<file path="src/rtl/idex_hazard_stage.sv">
// ID/EX pipeline register with load-use hazard detection, flush squashing,
// memory-hold freeze and a saturating bubble counter.
module idex_hazard_stage #(
  parameter int DW   = 32,
  parameter int CNTW = 32
) (
  input  logic            clock,
  input  logic            resetn,
  input  logic            id_valid,
  input  logic [5:0]      id_op,
  input  logic [4:0]      id_rs,
  input  logic [4:0]      id_rt,
  input  logic [4:0]      id_rd,
  input  logic [DW-1:0]   id_rega,
  input  logic [DW-1:0]   id_regb,
  input  logic [DW-1:0]   id_imm,
  input  logic [7:0]      id_ctrl,
  input  logic            ex_flush,
  input  logic            mem_hold,
  output logic            pc_write,
  output logic            ifid_write,
  output logic            idex_valid,
  output logic [5:0]      idex_op,
  output logic [4:0]      idex_rs,
  output logic [4:0]      idex_rt,
  output logic [4:0]      idex_dst,
  output logic [DW-1:0]   idex_rega,
  output logic [DW-1:0]   idex_regb,
  output logic [DW-1:0]   idex_imm,
  output logic [7:0]      idex_ctrl,
  output logic [CNTW-1:0] bubble_cnt
);

  // Control bit positions within {regwrite, memread, memwrite, memtoreg, alusrc, regdst, branch, jump}
  localparam int CTRL_REGWRITE = 7;
  localparam int CTRL_MEMREAD  = 6;
  localparam int CTRL_REGDST   = 2;

  typedef enum logic {IDLE, PEND} flush_state_t;

  flush_state_t    r_flushState;
  logic            r_valid;
  logic [5:0]      r_op;
  logic [4:0]      r_rs;
  logic [4:0]      r_rt;
  logic [4:0]      r_dst;
  logic [DW-1:0]   r_rega;
  logic [DW-1:0]   r_regb;
  logic [DW-1:0]   r_imm;
  logic [7:0]      r_ctrl;
  logic [CNTW-1:0] r_bubbleCnt;

  logic            w_rtIsSource;
  logic            w_luh;
  logic [4:0]      w_dst;
  logic            w_flushNow;

  // rt is read as a source by R-type, branches and stores only
  always_comb begin
    w_rtIsSource = 1'b0;
    case (id_op)
      6'h00, 6'h04, 6'h05, 6'h28, 6'h29, 6'h2B: w_rtIsSource = 1'b1;
      default:                                  w_rtIsSource = 1'b0;
    endcase
  end

  assign w_luh = r_valid & r_ctrl[CTRL_MEMREAD] & id_valid & (r_rt != 5'd0) &
                 ((r_rt == id_rs) | ((r_rt == id_rt) & w_rtIsSource));

  assign w_dst = id_ctrl[CTRL_REGWRITE] ? (id_ctrl[CTRL_REGDST] ? id_rd : id_rt) : 5'd0;

  assign w_flushNow = ex_flush | (r_flushState == PEND);

  assign pc_write   = ~w_luh & ~mem_hold;
  assign ifid_write = ~w_luh & ~mem_hold;

  always_ff @(posedge clock or negedge resetn) begin
    if (!resetn) begin
      r_flushState <= IDLE;
      r_valid      <= 1'b0;
      r_op         <= '0;
      r_rs         <= '0;
      r_rt         <= '0;
      r_dst        <= '0;
      r_rega       <= '0;
      r_regb       <= '0;
      r_imm        <= '0;
      r_ctrl       <= '0;
      r_bubbleCnt  <= '0;
    end else if (mem_hold) begin
      // A flush arriving during a hold is remembered and applied on release
      if (ex_flush) r_flushState <= PEND;
    end else if (w_flushNow || w_luh) begin
      r_flushState <= IDLE;
      r_valid      <= 1'b0;
      r_op         <= '0;
      r_rs         <= '0;
      r_rt         <= '0;
      r_dst        <= '0;
      r_rega       <= '0;
      r_regb       <= '0;
      r_imm        <= '0;
      r_ctrl       <= '0;
      if (!w_flushNow && (r_bubbleCnt != {CNTW{1'b1}}))
        r_bubbleCnt <= r_bubbleCnt + {{(CNTW-1){1'b0}}, 1'b1};
    end else begin
      r_valid <= id_valid;
      r_op    <= id_op;
      r_rs    <= id_rs;
      r_rt    <= id_rt;
      r_rega  <= id_rega;
      r_regb  <= id_regb;
      r_imm   <= id_imm;
      r_ctrl  <= id_valid ? id_ctrl : 8'd0;
      r_dst   <= id_valid ? w_dst : 5'd0;
    end
  end

  assign idex_valid = r_valid;
  assign idex_op    = r_op;
  assign idex_rs    = r_rs;
  assign idex_rt    = r_rt;
  assign idex_dst   = r_dst;
  assign idex_rega  = r_rega;
  assign idex_regb  = r_regb;
  assign idex_imm   = r_imm;
  assign idex_ctrl  = r_ctrl;
  assign bubble_cnt = r_bubbleCnt;

endmodule

</file>
<file path="config.mk">
export PLATFORM = sky130hd
export DESIGN_NAME = idex_hazard_stage
export DESIGN_NICKNAME = d
export VERILOG_FILES = /design/src/rtl/idex_hazard_stage.sv
export SDC_FILE = /design/constraint.sdc
export NUM_CORES = 1
export LEC_CHECK = 0
export ABC_AREA = 0
export ABC_CLOCK_PERIOD_IN_PS = 5800
export BUFFER_PORTS_ARGS = -buffer_cell sky130_fd_sc_hd__buf_2
export CORE_MARGIN = 1.5
export CORE_UTILIZATION = 50
export CTS_BUF_LIST = sky130_fd_sc_hd__clkbuf_16
export CTS_CLUSTER_DIAMETER = 30
export DETAILED_ROUTE_END_ITERATION = 10
export PLACE_DENSITY = 0.83
export SLEW_MARGIN = 20
export SYNTH_ARGS = -nofsm -noshare
export SYNTH_HDL_FRONTEND = slang
export SYNTH_SLANG_ARGS = --single-unit
</file>
<file path="constraint.sdc">
create_clock -name clock -period 5.8 [get_ports clock]
set_input_delay 0 -clock clock [delete_from_list [all_inputs] [get_ports clock]]
set_output_delay 0 -clock clock [all_outputs]
set_load 0.005 [all_outputs]
</file>
==> results of run 1 <==
kinds of logic (layout without fill, tap and decap cells):
logic type / count (synthesis) / count (layout) / synth area share (%)
AO/OA/AOI/OAI: 132 / 132 / 18.1
XOR/XNOR: 41 / 41 / 5.70
adder cells (fa/ha/maj): 1 / 1 / 0.199
buffers and inverters: 35 / 460 / 3.62
flip-flops: 159 / 159 / 63.2
multiplexers: 6 / 6 / 0.973
other: 0 / 1 / 0
AND/OR/NAND/NOR: 94 / 94 / 8.22
how the worst max path moves through the flow:
stage | from | to | slack, ns | cells after the start
5_1_grt | idex_rt[1] | idex_ctrl[6] | 2.64 | 6
3_5_place_dp | idex_rt[1] | idex_ctrl[5] | 3.03 | 5
6_report | idex_rt[1] | idex_ctrl[6] | 2.77 | 6
2_1_floorplan | idex_rt[1] | idex_imm[0] | 3.89 | 7
4_1_cts | idex_rt[1] | idex_ctrl[1] | 2.47 | 6
3_3_place_gp | idex_rt[1] | idex_ctrl[2] | 3.16 | 5
layout by cell type (no fill, tap or decap), drive strengths merged, types with 5 or more instances in the layout:
cell / n
buf: 292
dfrtp: 159
dlygate4sd3: 136
a22o: 113
xnor2: 33
nand2: 21
nand4: 20
clkbuf: 17
nand3: 12
and3: 10
and2: 9
xor2: 8
a32o: 7
clkinv: 7
nor2: 5
mux2i: 5
o21ai: 5
flip-flops by register name, indices dropped and copies added (netlist names):
name / count
idex_valid: 1
idex_rega: 32
idex_rs: 5
idex_op: 6
idex_imm: 32
bubble_cnt: 32
idex_ctrl: 8
idex_dst: 5
idex_regb: 32
idex_rt: 5
r_flushState: 1
power by group through the flow:
stage | logic [uW] | clock network, uW | registers (uW)
6_report | 337 | 1140 | 1210
3_3_place_gp | 240 | 0 | 1220
2_1_floorplan | 97.4 | 0 | 1230
5_1_grt | 360 | 1210 | 1220
3_5_place_dp | 249 | 0 | 1220
4_1_cts | 322 | 1150 | 1210
layer usage:
layer / vias up / GRT usage, %
met3: 96 / 8.07
met2: 373 / 57.1
met5: - / 0
met1: 2963 / 37.1
li1: 2585 / -
met4: 0 / 19.5
worst register-to-register path, stage by stage (launching register included):
cell and delay, ns:
sky130_fd_sc_hd__dfrtp_1 0.45, sky130_fd_sc_hd__or4_1 0.56, sky130_fd_sc_hd__o2111ai_1 0.26, sky130_fd_sc_hd__o21bai_2 0.20
sky130_fd_sc_hd__and2_4 0.64, sky130_fd_sc_hd__a32o_1 0.29, sky130_fd_sc_hd__dlygate4sd3_1 0.56
stage by stage:
stage	worst slack [ns]	instance area, um^2	util, %	power (uW)
after CTS	2.47	9720	79.9	2680
after floorplan	3.89	6300	-	1330
after global routing	2.64	9740	80.1	2780
final	2.77	9740	80.1	2690
after global placement	3.16	7750	63.7	1460
after detailed placement	3.03	7750	63.7	1470
layout make-up:
| cell class | count | area, um^2 |
|---|---|---|
| Multi-Input combinational cell | 274 | 2090 |
| Clock buffer | 17 | 425 |
| Tap cell | 168 | 210 |
| Antenna cell | 1 | 2.50 |
| Timing Repair Buffer | 428 | 2850 |
| Clock inverter | 15 | 178 |
| Fill cell | 672 | 2420 |
| Sequential cell | 159 | 3980 |
repair_timing:
item	CTS	global route
hold buffers	136	0
resized for setup	0	0
hold endpoints to repair	209	0
==> impl_metrics.py, run 1 <==
metrics = {
    "timing": {
        "finalWorstPathRequiredPeriod_ns": 3.03,
        "timing_worst_slew_pin_value_ns": 1.06,
        "timing.hold.ws_ns": 0.119,
        "number_of_slew_limit_violations_in_the_final_report": 0,
        "grt_setup_unrepaired": "false",
        "fmaxAchievable_ghz": 0.330,
        "fin_tns_setup_ns": 0,
        "setup_violations": 0,
        "fraction_of_the_cycle_the_final_worst_path_needs_pct": 52.2,
        "worst_clock_skew_ns": 0.0111,
        "timing.final.hold_violations": 0,
        "relSlewSlack_pct": 29.1,
    },
    "critical_path": {
        "worst_setup_path_start_kind": "register",
        "setup.worst_path.class": "reg2reg",
        "setup.reg_to_reg.worst_slack_ns": 2.77,
        "worstPathBufferInverterCount": 1,
        "r2r_path_start": "idex_rt[1]",
        "crit_slowest_cell": "sky130_fd_sc_hd__and2_4",
        "timing.critical_path.arrival_ns": 3.38,
        "critPathTopFamily": "simple AND/OR/NAND/NOR gates",
        "worst_r2r_path_depth": 6,
        "biggest_cell_delay_along_the_critical_path_ns": 0.64,
        "crit_path_end_kind": "register",
        "critPathRequiredTime_ns": 6.15,
        "cp_cell_sequence": "or4_1, o2111ai_1, o21bai_2, and2_4, a32o_1, dlygate4sd3_1",
        "critical_path_peak_fanout": 60,
        "regToRegEndpoint": "idex_ctrl[6]",
    },
    "yosys": {
        "yosys_register_bits": 159,
        "post_synth_num_cell_types": 36,
        "synthesis.nets": 599,
        "post-synth-top-area-cell": "sky130_fd_sc_hd__dfrtp_1",
        "synth.cell_area_mm2": 0.00630,
        "yosys-top-cells-area": "sky130_fd_sc_hd__dfrtp_1 (63%), sky130_fd_sc_hd__a22o_1 (16%), sky130_fd_sc_hd__xnor2_1 (4.6%)",
        "syn_inst": 468,
        "post_synth_edffs": 0,
        "postSynth.asyncResetShare_pct": 100,
        "top_cells_by_count_synth": "sky130_fd_sc_hd__dfrtp_1 (159), sky130_fd_sc_hd__a22o_1 (113), sky130_fd_sc_hd__xnor2_1 (33)",
        "synth.top_cell.area_share_pct": 63.2,
        "synth-warning-count": 0,
        "avgSynthCellArea_um2": 13.5,
        "seq_area_frac_synth_pct": 63.2,
        "synthFlopType": "sky130_fd_sc_hd__dfrtp_1",
        "synthMostInstantiatedCell": "sky130_fd_sc_hd__dfrtp_1",
    },
    "worst_hold_path": {
        "worst_hold_depth": 2,
        "min_from": "mem_hold",
        "hold-path-endpoint": "idex_rega[16]",
        "worstHoldPathType": "in2reg",
    },
    "routing": {
        "drc_markers": 0,
        "via_per_inst": 5.67,
        "totalWireLength_mm": 21.7,
        "routed_via_count": 6017,
        "wl_met1_mm": 7.77,
        "dr.max_layer_used": "met4",
        "drt_pre_antenna_iters": 5,
        "wl_met3_mm": 1.64,
        "met2WireLength_mm": 11.1,
        "final_antenna_net_count": 0,
        "route.detailed.wl_per_inst_um": 20.4,
        "detail_route.iter0.violations": 496,
    },
    "global_routing": {
        "grt_pass1_wl_mm": 33.0,
        "grt-ovfl-total": 0,
        "grt_pass1_vias": 6277,
        "initial_antenna_violation_count": 1,
        "grt_max_degree": 121,
        "overall_fraction_of_global_route_tracks_in_use_pct": 33.0,
    },
    "final_layout": {
        "finalNonFillerCells": 1062,
        "areaGrowthSynthToFinish_pct": 54.6,
        "drive_gt1_share_pct": 36.1,
        "nets": 1011,
    },
    "clock_network": {
        "cts-root-buf": "sky130_fd_sc_hd__clkbuf_16",
        "clkTransAtPathRegs_ns": 0.06,
        "h-tree-depth": 4,
        "cts_tree": "done",
        "post_cts_buffers": 0,
        "cts_made_buffers": 17,
        "clock_tree.buffer_depth": 2,
        "clk_latency_ns": 0.42,
        "numClockSinks": 159,
    },
    "power_and_ir_drop": {
        "share_clk_of_total_power_pct": 42.4,
        "p_switching_uw": 625,
        "seqPwrFrac_pct": 45.0,
        "irDropWorstVdd_mv": 0.163,
        "p_per_area_mw_per_mm2": 276,
        "p_int_uw": 2070,
        "p_comb_share_pct": 12.5,
        "swShare_pct": 23.2,
        "p_leak_uw": 0.00515,
    },
    "place": {
        "dpl.cell_count": 892,
        "place.port_buffers": 289,
        "dpl.hpwl_mm": 11.7,
        "globalplace.congestion": 0.850,
    },
    "floorplan": {
        "die_ar_mm2": 0.0133,
        "initial_core_util_pct": 51.8,
        "die_h_um": 115,
        "chipWidth_um": 115,
        "core.rowCount": 40,
        "io-pin-count": 290,
        "design.core.area_mm2": 0.0122,
    },
    "outcome": {
        "status": "finished clean",
    },
    "flow_run": {
        "max_cap_violations": 0,
    },
}
Note: power is estimated with default switching activity, not from simulation.
==> run 2: changes to the inputs <==
ABC_CLOCK_PERIOD_IN_PS = 2800   (was 5800)
CORE_UTILIZATION = 47   (was 50)
PLACE_DENSITY = 0.78   (was 0.83)
clock period = 2.8 ns   (was 5.8 ns; I/O delays follow)
==> run 2 against run 1 <==
Sequential share of layout area is essentially flat. Register-to-register slack lost 2.3 ns. Non-clock buffer count down 2. Die area up 6.2%. Wire length down 3.6%. Largest power group unchanged.
==> impl_metrics.py, run 2 (synthesized netlist as in run 1, its figures left out) <==
metrics = {
    "power_and_ir_drop": {
        "totalPowerFinal_uw": 5590,
        "p_leak_uw": 0.00513,
        "seqPwrFrac_pct": 44.8,
        "p_comb_share_pct": 12.4,
        "swShare_pct": 24.5,
        "share_clk_of_total_power_pct": 42.7,
        "p_int_uw": 4220,
        "p_switching_uw": 1370,
        "p_per_area_mw_per_mm2": 574,
        "irDropWorstVdd_mv": 0.336,
    },
    "global_routing": {
        "initial_antenna_violation_count": 0,
        "overall_fraction_of_global_route_tracks_in_use_pct": 30.4,
        "grt_max_degree": 87,
        "grt_pass1_vias": 6139,
        "grt_pass1_wl_mm": 33.3,
        "grt-ovfl-total": 0,
    },
    "timing": {
        "finalWorstSetupSlack_ns": 0.443,
        "worst_clock_skew_ns": 0.0108,
        "fraction_of_the_cycle_the_final_worst_path_needs_pct": 84.2,
        "number_of_slew_limit_violations_in_the_final_report": 0,
        "fin_tns_setup_ns": 0,
        "fmaxAchievable_ghz": 0.424,
        "setup_violations": 0,
        "finalWorstPathRequiredPeriod_ns": 2.36,
        "grt_setup_unrepaired": "false",
        "relSlewSlack_pct": 43.7,
        "timing_worst_slew_pin_value_ns": 0.845,
        "timing.final.hold_violations": 0,
    },
    "place": {
        "globalplace.congestion": 0.846,
        "place.port_buffers": 289,
        "dpl.hpwl_mm": 12.3,
        "pre_cts_ws_ns": 0.495,
    },
    "clock_network": {
        "clk_latency_ns": 0.42,
        "post_cts_buffers": 0,
        "cts_tree": "done",
        "h-tree-depth": 4,
        "clkTransAtPathRegs_ns": 0.07,
        "numClockSinks": 159,
        "cts-root-buf": "sky130_fd_sc_hd__clkbuf_16",
        "clock_tree.buffer_depth": 2,
        "cts_made_buffers": 17,
    },
    "critical_path": {
        "setup.worst_path.class": "reg2reg",
        "regToRegEndpoint": "idex_regb[5]",
        "timing.critical_path.arrival_ns": 2.70,
        "critPathRequiredTime_ns": 3.14,
        "crit_end": "idex_regb[5]",
        "setup.reg_to_reg.worst_slack_ns": 0.44,
        "critical_path_peak_fanout": 71,
        "worst_r2r_path_depth": 6,
        "r2r_path_start": "idex_rt[1]",
        "crit_path_end_kind": "register",
        "worst_setup_path_start_kind": "register",
        "cp-startpoint": "idex_rt[1]",
    },
    "worst_hold_path": {
        "worstHoldPathType": "in2async",
    },
    "floorplan": {
        "io-pin-count": 290,
        "chipWidth_um": 119,
        "die_ar_mm2": 0.0141,
        "design.core.area_mm2": 0.0131,
        "initial_core_util_pct": 47.9,
        "core.rowCount": 42,
        "die_h_um": 119,
    },
    "flow_run": {
        "max_cap_violations": 0,
    },
    "final_layout": {
        "nets": 1009,
        "most_common_cell_after_layout_fill_and_taps_aside": "sky130_fd_sc_hd__buf_2",
        "postLayoutCoreUtil_pct": 74.2,
        "areaGrowthSynthToFinish_pct": 54.7,
        "drive_gt1_share_pct": 37.1,
        "final_cell_mix": "sky130_fd_sc_hd__buf_2 (287), sky130_fd_sc_hd__dfrtp_1 (159), sky130_fd_sc_hd__dlygate4sd3_1 (129), sky130_fd_sc_hd__a22o_1 (113), sky130_fd_sc_hd__xnor2_1 (33)",
        "antennaDiodeCount": 0,
    },
    "routing": {
        "drt_pre_antenna_iters": 5,
        "drc_markers": 0,
        "via_per_inst": 5.49,
        "route.detailed.wl_per_inst_um": 19.6,
        "totalWireLength_mm": 20.9,
        "routed_via_count": 5862,
        "final_antenna_net_count": 0,
        "detail_route.iter0.violations": 508,
    },
    "outcome": {
        "status": "finished clean",
    },
}
==> run 2: cell types whose count changed in the layout (fill, tap and decap cells not counted), moves of 2 or more <==
cell	change
sky130_fd_sc_hd__dlygate4sd3_1	-7
sky130_fd_sc_hd__inv_1	-2
sky130_fd_sc_hd__clkinv_1	-2
sky130_fd_sc_hd__clkinv_2	-2
sky130_fd_sc_hd__buf_4	+3
sky130_fd_sc_hd__buf_12	+2
sky130_fd_sc_hd__inv_6	+6
==> run 2: worst max-delay path: stages (launching register included) <==
cell,delay [ns]
sky130_fd_sc_hd__dfrtp_1,0.43
sky130_fd_sc_hd__or4_1,0.54
sky130_fd_sc_hd__o2111ai_1,0.23
sky130_fd_sc_hd__o21bai_2,0.19
sky130_fd_sc_hd__and2_4,0.33
sky130_fd_sc_hd__buf_12,0.31
sky130_fd_sc_hd__a22o_1,0.20
==> run 2: worst min-delay path by stage <==
stage	slack, ns	to	startpoint	depth (start not counted)
floorplan	-0.30	bubble_cnt[0]	resetn	0
global placement	-0.07	idex_imm[25]	resetn	1
detailed placement	-0.06	idex_imm[25]	resetn	1
CTS	0.04	idex_ctrl[7]	mem_hold	4
global route	0.09	idex_imm[18]	resetn	2
finish	0.06	idex_imm[25]	resetn	2
==> run 2: cell type report <==
cell class,count,area [um^2]
tap,176,220
multi-input combinational,274,2090
clock buffer,17,425
sequential,159,3980
timing repair buffer,426,2840
clock inverter,15,183
fill,830,3390
==> run 2: through the flow <==
step / std cells / hold WS (ns) / cell area, um^2
after floorplan: 468 / -0.296 / 6300
after global placement: 906 / -0.0711 / 7850
after detailed placement: 906 / -0.0554 / 7850
after CTS: 1067 / 0.0353 / 9740
after global routing: 1067 / 0.0873 / 9740
final: 1067 / 0.0621 / 9740
==> run 2: timing repair <==
action | 4_1_cts | 5_1_grt
endpoints found under the hold margin | 229 | 0
hold buffers | 129 | 0
resized for setup | 0 | 0
==> run 2: per-layer routing <==
| metal | share of wire (%) | wire, um | GRT usage, % | up-vias |
|---|---|---|---|---|
| met1 | 39 | 8090 | 37.3 | 2900 |
| met2 | 51 | 10700 | 51.2 | 321 |
| met5 | 0 | 0 | 0 | - |
| met3 | 6.2 | 1290 | 6.61 | 67 |
| li1 | - | - | - | 2574 |
| met4 | 4.1 | 861 | 14.8 | 0 |
==> run 2: power by group through the flow <==
stage	sequential [uW]	clock, uW	combinational [uW]
floorplan	2540	0	202
global route	2520	2530	748
detailed placement	2540	0	530
finish	2510	2390	695
global placement	2530	0	515
CTS	2500	2420	675
==> run 3: changes to the inputs <==
ABC_CLOCK_PERIOD_IN_PS = 2350   (was 2800)
clock period = 2.35 ns   (was 2.8 ns; I/O delays follow)
==> run 3 against run 2 <==
Global-route usage up 0.43 points. Clock skew hardly changed. Wire length rose by 2.5%. Combinational power is 21% higher. Largest cell class unchanged.
==> impl_metrics.py, run 3 (synthesized netlist as in run 1, its figures left out) <==
metrics = {
    "routing": {
        "route.detailed.wl_per_inst_um": 20.0,
        "via_per_inst": 5.51,
        "drc_markers": 0,
        "drt_pre_antenna_iters": 5,
        "detail_route.iter0.violations": 564,
        "totalWireLength_mm": 21.4,
        "routed_via_count": 5911,
        "final_antenna_net_count": 0,
    },
    "final_layout": {
        "finished_layout_cell_area_mm2": 0.00978,
        "register_area_mm2": 0.00398,
        "fillerInstances": 810,
        "most_common_cell_after_layout_fill_and_taps_aside": "sky130_fd_sc_hd__buf_2",
        "antennaDiodeCount": 0,
        "postLayoutCoreUtil_pct": 74.5,
        "multi_input_area_mm2": 0.00210,
        "final_cell_mix": "sky130_fd_sc_hd__buf_2 (287), sky130_fd_sc_hd__dfrtp_1 (159), sky130_fd_sc_hd__dlygate4sd3_1 (127), sky130_fd_sc_hd__a22o_1 (113), sky130_fd_sc_hd__xnor2_1 (33)",
        "nets": 1016,
        "drive_gt1_share_pct": 37.7,
        "areaGrowthSynthToFinish_pct": 55.3,
        "finalNonFillerCells": 1073,
    },
    "clock_network": {
        "cts_made_buffers": 17,
        "clock_tree.buffer_depth": 2,
        "cts_tree": "done",
        "clkTransAtPathRegs_ns": 0.07,
        "numClockSinks": 159,
        "clk_latency_ns": 0.42,
        "h-tree-depth": 4,
        "cts-root-buf": "sky130_fd_sc_hd__clkbuf_16",
    },
    "timing": {
        "timing_worst_slew_pin_value_ns": 0.821,
        "fmaxAchievable_ghz": 0.456,
        "timing.final.hold_violations": 0,
        "finalWorstSetupSlack_ns": 0.157,
        "setup_violations": 0,
        "relSlewSlack_pct": 45.2,
        "finalWorstPathRequiredPeriod_ns": 2.19,
        "worst_clock_skew_ns": 0.0110,
        "fraction_of_the_cycle_the_final_worst_path_needs_pct": 93.3,
        "number_of_slew_limit_violations_in_the_final_report": 0,
    },
    "power_and_ir_drop": {
        "p_leak_uw": 0.00518,
        "share_clk_of_total_power_pct": 41.4,
        "totalPowerFinal_uw": 6540,
        "seqPwrFrac_pct": 45.7,
        "p_switching_uw": 1540,
        "p_comb_share_pct": 12.9,
        "swShare_pct": 23.6,
        "p_per_area_mw_per_mm2": 669,
        "p_int_uw": 5000,
        "irDropWorstVdd_mv": 0.422,
    },
    "place": {
        "dpl.cell_count": 915,
        "placedInstanceArea_mm2": 0.00793,
        "pre_cts_ws_ns": 0.182,
        "place.port_buffers": 289,
        "globalplace.congestion": 0.875,
        "dpl.hpwl_mm": 12.7,
    },
    "global_routing": {
        "grt_pass1_vias": 6283,
        "initial_antenna_violation_count": 0,
        "grt_pass1_wl_mm": 33.6,
        "grt-ovfl-total": 0,
        "grt_max_degree": 83,
        "overall_fraction_of_global_route_tracks_in_use_pct": 30.8,
    },
    "floorplan": {
        "design.core.area_mm2": 0.0131,
        "io-pin-count": 290,
        "initial_core_util_pct": 47.9,
        "chipWidth_um": 119,
        "die_ar_mm2": 0.0141,
        "die_h_um": 119,
        "core.rowCount": 42,
    },
    "critical_path": {
        "crit_slowest_cell": "sky130_fd_sc_hd__or4_1",
        "cp_cell_sequence": "or4_1, o2111ai_1, o21bai_2, and2_4, buf_12, a22o_1",
        "crit_path_end_kind": "register",
        "worst_setup_path_start_kind": "register",
        "setup.worst_path.class": "reg2reg",
        "critPathRequiredTime_ns": 2.69,
        "biggest_cell_delay_along_the_critical_path_ns": 0.54,
        "critPathTopFamily": "simple AND/OR/NAND/NOR gates",
        "critical_path_peak_fanout": 31,
        "timing.critical_path.arrival_ns": 2.53,
        "worstPathBufferInverterCount": 1,
    },
    "worst_hold_path": {
        "worstHoldPathType": "in2reg",
    },
    "flow_run": {
        "max_cap_violations": 0,
    },
    "outcome": {
        "status": "finished clean",
    },
}
run 3: worst min-delay path: stages:
cell and delay, ns:
sky130_fd_sc_hd__buf_4 0.09, sky130_fd_sc_hd__nor3_1 0.06, sky130_fd_sc_hd__nand4_1 0.22, sky130_fd_sc_hd__nand2_1 0.08
run 3: layer usage:
layer  wire length [um]  vias up  GRT usage [%]
met5                  0        -              0
met4                762        0           14.9
met3               1340       54           6.37
met2              11300      323           54.5
met1               8020     2950           35.7
li1                   -     2584              -
run 3: worst paths after layout:
kind,from,endpoint,slack (ns),cells after the start
worst min register to register,idex_ctrl[1],idex_ctrl[1],0.49,1
worst max-delay path,idex_rt[1],idex_rega[11],0.16,6
min in group asynchronous,resetn,idex_regb[2],0.23,2
worst max register to register,idex_rt[1],idex_rega[11],0.16,6
worst min-delay path,mem_hold,idex_ctrl[7],0.08,4
max in group asynchronous,resetn,idex_op[4],1.40,3
run 3: power by group through the flow:
stage / Sequential [uW] / Clock (uW) / Combinational [uW]
global route: 3000 / 2880 / 901
global placement: 3010 / 0 / 630
finish: 2990 / 2710 / 842
detailed placement: 3020 / 0 / 643
floorplan: 3030 / 0 / 240
CTS: 2970 / 2730 / 817
run 3: timing repair:
| item | 4_1_cts | 5_1_grt |
|---|---|---|
| gates resized for setup | 0 | 2 |
| buffers inserted | 0 | 0 |
| endpoints found under the setup margin | 0 | 3 |
| endpoints found under the hold margin | 195 | 0 |
| hold buffers | 127 | 0 |
run 3: through the flow:
step           TNS [ns]  hold WS [ns]
2_1_floorplan         0        -0.296
3_3_place_gp          0        0.0504
3_5_place_dp          0        0.0570
4_1_cts               0        0.0277
5_1_grt         -0.0249         0.106
6_report              0        0.0771
run 3: layout make-up:
cell class,instances,area share [%]
multi-input cells,274,21.5
clock buffers,17,4.35
flip-flops and latches,159,40.7
clock inverters,14,1.55
repair buffers,433,29.7
well taps,176,2.25
